===== src/rtl/core_pkg.sv =====
// Shared core definitions: reset/NOP defaults, fetch FSM encoding and the IF/ID payload.
package core_pkg;

    localparam int unsigned XLEN    = 32;
    localparam int unsigned STATE_W = 2;

    localparam logic [XLEN-1:0] RESET_PC_DEF  = 32'h0000_0000;
    localparam logic [XLEN-1:0] NOP_INSTR_DEF = 32'h0000_0013;
    localparam logic [XLEN-1:0] ALIGN_MASK    = 32'hFFFF_FFFC;

    localparam logic [STATE_W-1:0] ST_FETCH = 2'b00;
    localparam logic [STATE_W-1:0] ST_HOLD  = 2'b01;
    localparam logic [STATE_W-1:0] ST_DROP  = 2'b10;

    typedef struct packed {
        logic [XLEN-1:0] instr;
        logic [XLEN-1:0] pc;
        logic [XLEN-1:0] pc4;
        logic            valid;
    } ifid_t;

    // Force an address onto a word boundary.
    function automatic logic [XLEN-1:0] word_align(input logic [XLEN-1:0] addr);
        return addr & ALIGN_MASK;
    endfunction

endpackage


===== src/rtl/fetch_skid_buf.sv =====
// One-entry {instr, pc} holding buffer for a response that arrives while decode is stalled.
module fetch_skid_buf
    import core_pkg::*;
(
    input  logic            clk,
    input  logic            reset,
    input  logic            load,
    input  logic            clear,
    input  logic [XLEN-1:0] wr_instr,
    input  logic [XLEN-1:0] wr_pc,
    output logic [XLEN-1:0] instr,
    output logic [XLEN-1:0] pc,
    output logic            full
);

    // Clear wins over load so a redirect always empties the entry.
    always_ff @(posedge clk or posedge reset) begin
        if (reset) begin
            instr <= '0;
            pc    <= '0;
            full  <= 1'b0;
        end else if (clear) begin
            full <= 1'b0;
        end else if (load) begin
            instr <= wr_instr;
            pc    <= wr_pc;
            full  <= 1'b1;
        end
    end

endmodule


===== src/rtl/fetch_stage.sv =====
// Instruction-fetch stage: owns the PC, drives the imem request handshake and loads IF/ID.
module fetch_stage
    import core_pkg::*;
#(
    parameter logic [XLEN-1:0] RESET_PC  = RESET_PC_DEF,
    parameter logic [XLEN-1:0] NOP_INSTR = NOP_INSTR_DEF
) (
    input  logic            clk,
    input  logic            reset,
    input  logic            stall_F,
    input  logic            stall_D,
    input  logic            flush_D,
    input  logic            jump_en,
    input  logic [XLEN-1:0] jump_target,
    output logic            imem_req,
    output logic [XLEN-1:0] imem_addr,
    input  logic            imem_ready,
    input  logic [XLEN-1:0] imem_rdata,
    output logic [XLEN-1:0] instr_D,
    output logic [XLEN-1:0] pc_D,
    output logic [XLEN-1:0] pc4_D,
    output logic            valid_D
);

    localparam logic [XLEN-1:0] PC_STEP    = XLEN'(4);
    localparam ifid_t           IFID_RESET = '{instr: NOP_INSTR, pc: '0, pc4: PC_STEP, valid: 1'b0};

    logic [STATE_W-1:0] state, state_nxt;
    logic [XLEN-1:0]    pc_f, pc_nxt;
    logic [XLEN-1:0]    old_addr, old_addr_nxt;
    logic [XLEN-1:0]    target;
    ifid_t              ifid, ifid_nxt;
    logic               req;
    logic               skid_load, skid_clear, skid_full;
    logic [XLEN-1:0]    skid_instr, skid_pc;

    assign target = word_align(jump_target);

    fetch_skid_buf u_skid (
        .clk      (clk),
        .reset    (reset),
        .load     (skid_load),
        .clear    (skid_clear),
        .wr_instr (imem_rdata),
        .wr_pc    (pc_f),
        .instr    (skid_instr),
        .pc       (skid_pc),
        .full     (skid_full)
    );

    // Request side: DROP keeps presenting the abandoned address until memory answers.
    always_comb begin
        req       = 1'b0;
        imem_addr = pc_f;
        case (state)
            ST_FETCH: req = !stall_F;
            ST_DROP: begin
                req       = 1'b1;
                imem_addr = old_addr;
            end
            default: ;
        endcase
    end

    assign imem_req = req && !reset;

    always_comb begin
        state_nxt    = state;
        pc_nxt       = pc_f;
        old_addr_nxt = old_addr;
        ifid_nxt     = ifid;
        skid_load    = 1'b0;
        skid_clear   = 1'b0;

        // Decode consumes IF/ID whenever it is not stalled; refill with a bubble by default.
        if (!stall_D) begin
            ifid_nxt.instr = NOP_INSTR;
            ifid_nxt.valid = 1'b0;
        end

        case (state)
            ST_FETCH: begin
                if (jump_en) begin
                    pc_nxt = target;
                    if (req && !imem_ready) begin
                        old_addr_nxt = pc_f;
                        state_nxt    = ST_DROP;
                    end
                end else if (req && imem_ready) begin
                    pc_nxt = pc_f + PC_STEP;
                    if (!stall_D) begin
                        ifid_nxt = '{instr: imem_rdata, pc: pc_f, pc4: pc_f + PC_STEP, valid: 1'b1};
                    end else if (!flush_D) begin
                        skid_load = 1'b1;
                        state_nxt = ST_HOLD;
                    end
                end
            end
            ST_HOLD: begin
                if (jump_en || flush_D) begin
                    skid_clear = 1'b1;
                    state_nxt  = ST_FETCH;
                    if (jump_en) begin
                        pc_nxt = target;
                    end
                end else if (!stall_D || !skid_full) begin
                    ifid_nxt   = '{instr: skid_instr, pc: skid_pc, pc4: skid_pc + PC_STEP, valid: skid_full};
                    skid_clear = 1'b1;
                    state_nxt  = ST_FETCH;
                end
            end
            ST_DROP: begin
                if (jump_en) begin
                    pc_nxt = target;
                end
                if (imem_ready) begin
                    state_nxt = ST_FETCH;
                end
            end
            default: state_nxt = ST_FETCH;
        endcase

        if (flush_D) begin
            ifid_nxt.instr = NOP_INSTR;
            ifid_nxt.valid = 1'b0;
        end
    end

    always_ff @(posedge clk or posedge reset) begin
        if (reset) begin
            state    <= ST_FETCH;
            pc_f     <= word_align(RESET_PC);
            old_addr <= word_align(RESET_PC);
            ifid     <= IFID_RESET;
        end else begin
            state    <= state_nxt;
            pc_f     <= pc_nxt;
            old_addr <= old_addr_nxt;
            ifid     <= ifid_nxt;
        end
    end

    assign instr_D = ifid.instr;
    assign pc_D    = ifid.pc;
    assign pc4_D   = ifid.pc4;
    assign valid_D = ifid.valid;

endmodule


===== config.mk =====
export PLATFORM = sky130hd
export DESIGN_NAME = fetch_stage
export DESIGN_NICKNAME = d
export VERILOG_FILES = /design/src/rtl/core_pkg.sv /design/src/rtl/fetch_skid_buf.sv /design/src/rtl/fetch_stage.sv
export SDC_FILE = /design/constraint.sdc
export NUM_CORES = 1
export LEC_CHECK = 0
export ABC_CLOCK_PERIOD_IN_PS = 14500
export CAP_MARGIN = 25
export CORE_ASPECT_RATIO = 0.8
export CORE_MARGIN = 2
export CORE_UTILIZATION = 57
export CTS_CLUSTER_SIZE = 16
export DETAILED_ROUTE_END_ITERATION = 6
export PLACE_DENSITY = 0.95
export SETUP_SLACK_MARGIN = 0.4
export SYNTH_ARGS = -nofsm -noshare
export SYNTH_HDL_FRONTEND = slang
export SYNTH_SLANG_ARGS = --single-unit

===== constraint.sdc =====
create_clock -name clk -period 14.5 [get_ports clk]
set_clock_uncertainty 0.15 [all_clocks]
set_input_delay 1.45 -clock clk [delete_from_list [all_inputs] [get_ports clk]]
set_output_delay 1.45 -clock clk [all_outputs]
set_load 0.03 [all_outputs]

==> flow_summary_export.csv <==
group,metric,value,unit
outcome,outcome,"complete, but fails checks",
outcome,violations,"design-rule violations",
drt,wl_per_cell,22.2,µm
timing,rsz0062_at_grt,"false",
worst_setup_path,path_max_fanout,4,
logic_synthesis,synthFlopType,"dfrtp_1",
logic_synthesis,synthArstFlopShare,1.00,
run,max-cap-violations,0,
finish,synthToLayoutAreaGrowth,25.7,%
floorplanning,core_area,0.0190,mm²
cts,cts.htree.levels,1,
drt,drtPass1Iterations,7,
drt,vias_per_cell,6.62,
finish,final_cells,1453,
worst_setup_path,startpoint_type,"primary input",
power_and_ir_drop,p_per_area,238,mW/mm²
worst_setup_path,worstPathArrival,3.11,ns
floorplanning,ioPinCount,201,
power_and_ir_drop,leakage,5.65,nW
logic_synthesis,yosysWarnings,0,
finish,fillCellCount,1256,
cts,ctsResizeCount,0,
timing,tns,0,ns
logic_synthesis,synth_area_leader_cell,"dfrtp_1",
drt,route.detailed.drc,3,
worst_setup_path,path_cells,"clkdlybuf4s50_1, nor2b_1, nor2_1, nor2_1, clkdlybuf4s50_1",
placement,numPortBuffers,196,
floorplanning,dieWidth,159,µm
timing,setup-violations-final,0,
global_route,grt_pass1_wl,50.9,mm
timing,hold_viol_final,0,
drt,via_count,9617,
worst_setup_path,worstPathRequired,12.90,ns
floorplanning,die_h,128,µm
logic_synthesis,synth_area,0.0110,mm²
worst_setup_path,end_kind,"primary output",
cts,cts_setup_buffers,0,
logic_synthesis,yosysMostFrequentCell,"dfrtp_1",
worst_setup_path,path_class,"in2out",
logic_synthesis,synthXorXnorAreaFrac,0.0413,
drt,routed_wl,32.2,mm
drt,first_iter_violations,1146,
placement,gp_congestion,0.872,
global_route,grt_pass1_vias,9445,
logic_synthesis,synth.area.top_cells,"dfrtp_1 (49%), mux2_2 (12%), nor2_1 (4.7%)",
logic_synthesis,synth_top_family_by_area,"compound AO/OA/AOI/OAI gates",
drt,drtAntennaViolNets,0,
logic_synthesis,postSynthAreaPerCell,10.6,µm²
global_route,grt.busiest_layer,"met2",
floorplanning,initial_core_util,0.581,
logic_synthesis,synthTopCellsByCount,"dfrtp_1 (215), nor2_1 (138), mux2_2 (120), clkbuf_1 (75), nand2_1 (44)",
cts,cts_tree,"yes",
timing,period_share,0.325,
placement,dp_hpwl,20.5,mm
cts,clkLatencyLatePin,0.51,ns
worst_setup_path,worst_path_max_delay_cell,"clkdlybuf4s50_1",
global_route,gr-total-overflow,0,
cts,clk_pin_slew_worst_paths,0.06,ns
logic_synthesis,synthAdderAreaFrac,0.00681,
logic_synthesis,yosysTopAreaCellShare,0.488,
logic_synthesis,synth_edf_count,0,
logic_synthesis,ys_types,60,
global_route,gr-usage-met3,0.0706,
timing,period_needed,4.71,ns
timing,slew_violations,0,
cts,cts_sinks,219,
timing,max_freq,212,MHz
timing,tightest_slew,1.10,ns
logic_synthesis,yosys.area_share.simple,0.129,
timing,slew_headroom,0.268,
finish,final_layout_size_suffix_gt1_frac,0.173,
cts,cts_hold_buf,0,
finish,multi_input_comb_area,0.00511,mm²
floorplanning,num_rows,45,
cts,cts_buffer_depth,3,
power_and_ir_drop,ir_drop,0.000163,V
finish,ff_latch_area,0.00549,mm²
global_route,met1_usage,0.414,
finish,antenna_cells,0,
logic_synthesis,synth_seq_cells,219,
global_route,antenna_found_initial,0,
min_path,hold_path.class,"reg2reg",
global_route,globalRouteMet2Util,0.505,
finish,layout.nets,1255,
logic_synthesis,synthMuxAreaShare,0.124,
logic_synthesis,postSynthCellCount,1042,
worst_setup_path,critPathMaxStageDelay,0.68,ns
placement,dp_cells,1410,
global_route,grt_start_max_net_pins,110,
cts,cts_root_buf,"clkbuf_16",
logic_synthesis,seq_area_frac_synth,0.498,
floorplanning,dieArea,0.0205,mm²
global_route,grt.total_usage,0.309,
cts,cts_made_buffers,23,
logic_synthesis,synth_compound_area_frac,0.156,
worst max-delay path: cells and delay by family:
family | cells | cell delay, ns
buffers and inverters | 2 | 1.18
AND/OR/NAND/NOR | 3 | 0.48
logic make-up (layout without fill, tap and decap cells):
| group | count (synthesis) | in the layout |
|---|---|---|
| flops | 219 | 219 |
| mux | 122 | 122 |
| other cells | 1 | 2 |
| fa+ha+maj | 6 | 6 |
| xor+xnor | 52 | 52 |
| simple gates | 302 | 302 |
| buf+inv | 118 | 270 |
| compound gates | 222 | 222 |
power by group:
group | total (mW) | switching [mW] | internal, mW
registers | 1.17 | 0.299 | 0.876
logic | 1.54 | 0.861 | 0.682
clock network | 0.572 | 0.245 | 0.327
total | 3.29 | 1.40 | 1.89
layout by cell type, fill, tap and decap left out, drive strengths merged, types with 5 or more instances in the layout:
cell type,Yosys,final
nor2,138,138
nor4,10,10
o21ai,32,32
a22oi,5,5
xor2,29,29
xnor2,23,23
nor2b,7,7
inv,14,15
mux2,120,120
ha,6,6
clkdlybuf4s50,0,196
a222oi,29,29
a2bb2oi,21,21
nor3,18,18
dfrtp,215,215
nand3,32,32
o31ai,7,7
nand2,44,44
a21oi,22,22
o22ai,13,13
clkbuf,75,31
a211oi,16,16
o221ai,13,13
nand4,23,23
buf,29,18
a221oi,38,38
clkinv,0,5
and3,9,9
final timing paths:
kind                            from    endpoint  slack [ns]  depth (start not counted)
max                          stall_F    imem_req        9.79                          5
min                        pc4_D[10]   pc4_D[10]        0.35                          2
max reg2reg                 state[1]   pc4_D[30]       10.76                          8
min reg2reg                pc4_D[10]   pc4_D[10]        0.35                          2
max in group asynchronous      reset    pc4_D[4]       11.41                          4
min in group asynchronous      reset  instr_D[9]        1.22                          2
metrics by stage:
step	utilization	hold slack [ns]	total power [mW]	instance area, µm²	setup WS (ns)
5_1_grt	0.730	0.368	3.45	13800	9.69
6_report	0.730	0.352	3.29	13800	9.79
2_1_floorplan	-	0.304	2.12	11000	6.91
3_5_place_dp	0.690	0.335	2.68	13100	9.49
3_3_place_gp	0.688	0.321	2.61	13100	9.60
4_1_cts	0.728	0.350	3.27	13800	9.76
cell type report:
type / instances / share of cell area
Clock buffer: 31 / 0.0459
Clock inverter: 11 / 0.00678
Inverter: 14 / 0.00434
Multi-Input combinational cell: 706 / 0.369
Sequential cell: 219 / 0.396
Tap cell: 258 / 0.0233
Timing Repair Buffer: 214 / 0.154
state kept, by name, indices dropped and copies added (netlist names):
name / flops
pc_f: 30
state: 2
valid_D: 1
u_skid.pc: 30
old_addr: 30
u_skid.full: 1
u_skid.instr: 32
pc_D: 31
pc4_D: 30
instr_D: 32
per-layer routing:
| metal | up-vias | wire (µm) |
|---|---|---|
| met5 | - | 0 |
| met4 | 0 | 1020 |
| met3 | 94 | 3830 |
| met2 | 725 | 15100 |
| met1 | 4674 | 12300 |
| li1 | 4124 | - |
Power figures use the tool's default switching activity.
